`src/rtl/logic_bist_ctrl_if.sv`:
```
// Signal bundle between the BIST controller and the cell-under-test harness.
// Handshake: start is a one-cycle request honoured only when busy=0; done stays high until the next accepted start.
interface logic_bist_ctrl_if #(
  parameter int N_IN  = 3,
  parameter int N_OUT = 1
);
  logic             start;
  logic [N_IN-1:0]  vec_out;
  logic [N_OUT-1:0] y_dut;
  logic [N_OUT-1:0] y_ref;
  logic             busy;
  logic             done;
  logic             pass;
  logic [N_IN:0]    pass_cnt;
  logic [N_IN:0]    fail_cnt;
  logic             first_fail_valid;
  logic [N_IN-1:0]  first_fail_vec;
  logic [1:0]       state_dbg;

  modport master (
    output start, y_dut, y_ref,
    input  vec_out, busy, done, pass, pass_cnt, fail_cnt,
           first_fail_valid, first_fail_vec, state_dbg
  );

  modport slave (
    input  start, y_dut, y_ref,
    output vec_out, busy, done, pass, pass_cnt, fail_cnt,
           first_fail_valid, first_fail_vec, state_dbg
  );
endinterface

```
`src/rtl/logic_bist_ctrl.sv`:
```
// Exhaustive self-test engine for small combinational cells: walks every input
// vector, compares DUT against reference, counts results and latches the first failure.
module logic_bist_ctrl #(
  parameter int N_IN       = 3,
  parameter int N_OUT      = 1,
  parameter int SETTLE_CYC = 2
) (
  input  logic              clk,
  input  logic              rst_n,
  logic_bist_ctrl_if.slave  bus
);

  localparam logic [1:0] IDLE   = 2'd0;
  localparam logic [1:0] SETTLE = 2'd1;
  localparam logic [1:0] CHECK  = 2'd2;
  localparam logic [1:0] DONE   = 2'd3;

  localparam int SW = (SETTLE_CYC > 1) ? $clog2(SETTLE_CYC) : 1;
  localparam logic [SW-1:0]   SETTLE_LOAD = SW'(SETTLE_CYC - 1);
  localparam logic [SW-1:0]   SETTLE_ONE  = SW'(1);
  localparam logic [N_IN-1:0] LAST_VEC    = '1;
  localparam logic [N_IN-1:0] VEC_ONE     = N_IN'(1);
  localparam logic [N_IN:0]   CNT_ONE     = (N_IN+1)'(1);

  logic [1:0]      state;
  logic [SW-1:0]   settle_cnt;
  logic [N_IN-1:0] vec;
  logic [N_IN:0]   pass_cnt;
  logic [N_IN:0]   fail_cnt;
  logic            ff_valid;
  logic [N_IN-1:0] ff_vec;
  logic            mismatch;
  logic            start_ok;

  assign mismatch = (bus.y_dut != bus.y_ref);
  // A start pulse arriving mid-run is simply dropped.
  assign start_ok = bus.start && ((state == IDLE) || (state == DONE));

  always_ff @(posedge clk or negedge rst_n) begin
    if (!rst_n) begin
      state      <= IDLE;
      settle_cnt <= '0;
      vec        <= '0;
      pass_cnt   <= '0;
      fail_cnt   <= '0;
      ff_valid   <= 1'b0;
      ff_vec     <= '0;
    end else begin
      case (state)
        IDLE, DONE: begin
          if (start_ok) begin
            state      <= SETTLE;
            settle_cnt <= SETTLE_LOAD;
            vec        <= '0;
            pass_cnt   <= '0;
            fail_cnt   <= '0;
            ff_valid   <= 1'b0;
            ff_vec     <= '0;
          end
        end
        SETTLE: begin
          // The cycle that observes zero is the last hold cycle, so each
          // vector is held SETTLE_CYC cycles before its CHECK cycle.
          if (settle_cnt == '0) begin
            state <= CHECK;
          end else begin
            settle_cnt <= settle_cnt - SETTLE_ONE;
          end
        end
        CHECK: begin
          if (mismatch) begin
            fail_cnt <= fail_cnt + CNT_ONE;
            if (!ff_valid) begin
              ff_valid <= 1'b1;
              ff_vec   <= vec;
            end
          end else begin
            pass_cnt <= pass_cnt + CNT_ONE;
          end
          if (vec == LAST_VEC) begin
            state <= DONE;
          end else begin
            vec        <= vec + VEC_ONE;
            settle_cnt <= SETTLE_LOAD;
            state      <= SETTLE;
          end
        end
        default: state <= IDLE;
      endcase
    end
  end

  assign bus.vec_out          = vec;
  assign bus.busy             = (state == SETTLE) || (state == CHECK);
  assign bus.done             = (state == DONE);
  assign bus.pass             = (state == DONE) && (fail_cnt == '0);
  assign bus.pass_cnt         = pass_cnt;
  assign bus.fail_cnt         = fail_cnt;
  assign bus.first_fail_valid = ff_valid;
  assign bus.first_fail_vec   = ff_vec;
  assign bus.state_dbg        = state;

endmodule

```
`src/flat_wrapper.sv`:
```
// flat-port wrapper written by rule: the top's interface ports become plain ports
module logic_bist_ctrl_flat 
#(
  parameter int N_IN       = 3,
  parameter int N_OUT      = 1,
  parameter int SETTLE_CYC = 2
)
  (clk, rst_n, bus_start, bus_y_dut, bus_y_ref, bus_vec_out, bus_busy, bus_done, bus_pass, bus_pass_cnt, bus_fail_cnt, bus_first_fail_valid, bus_first_fail_vec, bus_state_dbg);
  logic_bist_ctrl_if #(.N_IN(N_IN), .N_OUT(N_OUT)) bus_i ();
  input  logic clk;
  input  logic rst_n;
  input wire logic [$bits(bus_i.start)-1:0] bus_start;
  input wire logic [$bits(bus_i.y_dut)-1:0] bus_y_dut;
  input wire logic [$bits(bus_i.y_ref)-1:0] bus_y_ref;
  output wire logic [$bits(bus_i.vec_out)-1:0] bus_vec_out;
  output wire logic [$bits(bus_i.busy)-1:0] bus_busy;
  output wire logic [$bits(bus_i.done)-1:0] bus_done;
  output wire logic [$bits(bus_i.pass)-1:0] bus_pass;
  output wire logic [$bits(bus_i.pass_cnt)-1:0] bus_pass_cnt;
  output wire logic [$bits(bus_i.fail_cnt)-1:0] bus_fail_cnt;
  output wire logic [$bits(bus_i.first_fail_valid)-1:0] bus_first_fail_valid;
  output wire logic [$bits(bus_i.first_fail_vec)-1:0] bus_first_fail_vec;
  output wire logic [$bits(bus_i.state_dbg)-1:0] bus_state_dbg;
  assign bus_i.start = bus_start;
  assign bus_i.y_dut = bus_y_dut;
  assign bus_i.y_ref = bus_y_ref;
  assign bus_vec_out = bus_i.vec_out;
  assign bus_busy = bus_i.busy;
  assign bus_done = bus_i.done;
  assign bus_pass = bus_i.pass;
  assign bus_pass_cnt = bus_i.pass_cnt;
  assign bus_fail_cnt = bus_i.fail_cnt;
  assign bus_first_fail_valid = bus_i.first_fail_valid;
  assign bus_first_fail_vec = bus_i.first_fail_vec;
  assign bus_state_dbg = bus_i.state_dbg;
  logic_bist_ctrl #(.N_IN(N_IN), .N_OUT(N_OUT), .SETTLE_CYC(SETTLE_CYC)) u_core (.clk(clk), .rst_n(rst_n), .bus(bus_i));
endmodule
```
`config.mk`:
```
export PLATFORM = sky130hd
export DESIGN_NAME = logic_bist_ctrl_flat
export DESIGN_NICKNAME = d
export VERILOG_FILES = /design/src/rtl/logic_bist_ctrl_if.sv /design/src/rtl/logic_bist_ctrl.sv /design/src/flat_wrapper.sv
export SDC_FILE = /design/constraint.sdc
export NUM_CORES = 1
export LEC_CHECK = 0
export BUFFER_PORTS_ARGS = -buffer_cell sky130_fd_sc_hd__buf_2
export CAP_MARGIN = 20
export CORE_UTILIZATION = 51
export CTS_CLUSTER_SIZE = 10
export DETAILED_ROUTE_END_ITERATION = 16
export PLACE_DENSITY = 0.77
export SKIP_LAST_GASP = 1
export SYNTH_ARGS = -nofsm -noshare
export SYNTH_HDL_FRONTEND = slang
export SYNTH_SLANG_ARGS = --single-unit
```
`constraint.sdc`:
```
create_clock -name clk -period 2.3 [get_ports clk]
set_input_delay 0 -clock clk [delete_from_list [all_inputs] [get_ports clk]]
set_output_delay 0 -clock clk [all_outputs]
set_load 0.03 [all_outputs]
```
==> flow_summary.ini <==
[pwr]
p_per_area_nw_per_um2 = 1066
p_leak_nw = 0.6188
p_comb_frac = 0.533
switching_share = 0.4770
vdd_drop_max_uv = 822.3
p_int_w = 0.0006675
power.switching_w = 0.0006088
p_clk_frac = 0.121
seqPwrFrac = 0.347

[global_route]
grt_pass1_vias = 793
antenna_found_initial = 0
grt_usage = 0.2176
grt_max_degree = 19
grt_pass1_wl_mm = 3.339
grt_overflow_total = 0

[cts]
clk_latency_ps = 290
postCtsSetupRepairBufs = 0
cts.path.max_buffers = 2
htree_levels = 1
root_buffer = clkbuf_4
cts_made_buffers = 3
ctsResizeCount = 0
cts_tree = yes
hold_buffers = 1
clk_pin_slew_worst_paths_ps = 100
cts.sinks = 18

[yosys]
synth_edf_count = 0
synth_area_um2 = 1016
synth_warnings = 0
synth-seq-cells = 18
synthCells = 105
synth_ff_type = dfrtp_1
synthArstFlopShare = 1.000
postSynthAreaPerCell_um2 = 9.676
synth_cell_types = 25
synth.yosys.seq_area_share = 0.4433
synth.net_count = 120

[final_layout]
area_growth_syn_to_layout_pct = 17.86
final_cell_mix = 24 x buf_2, 18 x dfrtp_1, 14 x nand2_1
drive_gt1_frac = 0.2348
final_common_cell = buf_2
num-nets-final = 149
post-route-util = 0.6646
antenna_cells = 0

[setup_path]
crit_fanout = 6
cp.arrival_ps = 2190
rr_endpoint = u_core.bus.pass_cnt[2]$_DFFE_PN0P_
crit_path_end_kind = flip-flop
required_ps = 2490
worst-setup-path-type = flip-flop to flip-flop
r2r_start = u_core.bus.state_dbg[0]$_DFFE_PN0P_
rr_worst_depth = 6
rrSetupSlack_ps = 300
setup.worst_path.start_class = flip-flop

[routing]
wirelength_mm = 2.046
antenna_left = 0
viasPerCell = 5.516
firstDrtPassIters = 4
post-route-drc-count = 0
drt_iter0_drc = 22
routed-via-count = 866
wl_per_cell_um = 13.03

[worst_hold_path]
hold_start = bus_start
hold_end = u_core.settle_cnt$_DFFE_PN0P_
whs_path_depth = 3
hold_class = input pin to flip-flop

[placed_design]
dp_hpwl_mm = 1.499
io_buffer_count = 24
routabilityCongestion = 0.7652

[sta]
relSlewSlack = 0.6853
skew_ps = 4.925
period_share = 0.8700
tns_ps = 0
finalSetupViolCount = 0
tightest_slew_ps = 471.1
rsz0062_at_grt = no
hold_viol = 0
report.final.slew_viol_count = 0
whs_ps = 86.05
timing.fmax_ghz = 0.4997
period_needed_ps = 2001

[floorplanning]
ioPinCount = 25
dieArea_um2 = 2175
fp-row-count = 15
core_region_area_um2 = 1802
die_w_um = 46.64
start_util = 0.5639
die_h_um = 46.64

[flow_run]
drv_cap = 0

[status]
status = complete, no violations
-- cells by family (layout without fill, tap and decap cells) --
group                      count (synthesis)  count (layout)  synth area share
adders and majority gates                 10              10            0.1232
AOI/OAI and AO/OA                         20              20            0.1281
buffers and inverters                     12              39           0.04680
DFF                                       18              18            0.4433
muxes                                      7               7           0.07143
xor gates and xnor gates                   2               2           0.01724
and+or+nand+nor                           36              36            0.1700
-- worst max-delay path, cell delays in order, from the launching register on --
cell and delay (ps):
dfrtp_1 440, inv_1 90, ha_1 360, nor2b_1 230
a211oi_2 460, o21ai_0 180, o2bb2ai_1 150
-- per-layer routing --
metal | up-vias | track usage | wire length (um)
met5 | - | 0 | 0
met4 | 0 | 0.08571 | 26
met3 | 4 | 0.05490 | 87
met2 | 27 | 0.3444 | 1027
met1 | 414 | 0.2822 | 905
li1 | 421 | - | -
-- worst max-delay path by stage --
stage	cells past startpoint	startpoint	slack [ps]	end
after global placement	6	u_core.bus.state_dbg[0]$_DFFE_PN0P_	410	u_core.bus.pass_cnt[2]$_DFFE_PN0P_
after CTS	6	u_core.bus.state_dbg[0]$_DFFE_PN0P_	320	u_core.bus.pass_cnt[2]$_DFFE_PN0P_
after detailed placement	6	u_core.bus.state_dbg[0]$_DFFE_PN0P_	320	u_core.bus.pass_cnt[2]$_DFFE_PN0P_
after floorplan	7	u_core.bus.state_dbg[0]$_DFFE_PN0P_	340	u_core.bus.fail_cnt[3]$_DFFE_PN0P_
final	6	u_core.bus.state_dbg[0]$_DFFE_PN0P_	300	u_core.bus.pass_cnt[2]$_DFFE_PN0P_
after global routing	6	u_core.bus.state_dbg[0]$_DFFE_PN0P_	190	u_core.bus.fail_cnt[3]$_DFFE_PN0P_
-- through the flow --
step / std cells / area (um2) / total power [W] / setup WS [ps]
floorplan: 105 / 1016 / 0.0009528 / 343.8
global placement: 153 / 1165 / 0.001104 / 406.2
detailed placement: 153 / 1165 / 0.001126 / 324.2
CTS: 157 / 1197 / 0.001282 / 318.0
global route: 157 / 1197 / 0.001376 / 188.2
finish: 157 / 1197 / 0.001276 / 298.9
-- power by group through the flow --
stage / Combinational (W) / Sequential [W] / Clock, W
3_3_place_gp: 0.000662 / 0.000442 / 0
5_1_grt: 0.000750 / 0.000452 / 0.000173
6_report: 0.000680 / 0.000442 / 0.000154
3_5_place_dp: 0.000680 / 0.000446 / 0
4_1_cts: 0.000683 / 0.000440 / 0.000159
2_1_floorplan: 0.000423 / 0.000530 / 0
-- synth_stat cells, types with 2 or more instances --
master / n / area (um2)
dfrtp_1: 18 / 450.4
or4_1: 2 / 15.01
mux2_2: 2 / 22.52
o21ai_0: 8 / 40.04
nand3_1: 10 / 50.05
a21oi_1: 3 / 15.01
nor3_1: 4 / 20.02
a22oi_1: 3 / 22.52
nand2b_1: 3 / 18.77
mux2i_1: 5 / 50.05
ha_1: 10 / 125.1
inv_1: 10 / 37.54
nand2_1: 14 / 52.55
buf_2: 2 / 10.01
-- final cells by class --
| cell class | count | area [um2] |
|---|---|---|
| inverter | 10 | 37.54 |
| multi-input combinational | 75 | 518.0 |
| fill | 154 | 604.3 |
| tap | 25 | 31.28 |
| sequential | 18 | 450.4 |
| timing repair buffer | 26 | 137.6 |
| clock buffer | 3 | 22.52 |
-- sequential cells by signal (all words and copies together) (netlist names) --
register and flops:
u_core.settle_cnt 1, u_core.bus.fail_cnt 4, u_core.bus.first_fail_vec 3, u_core.bus.state_dbg 2
u_core.bus.vec_out 3, u_core.bus.pass_cnt 4, u_core.bus.first_fail_valid 1
No activity file was read; power rests on OpenSTA's default activity.
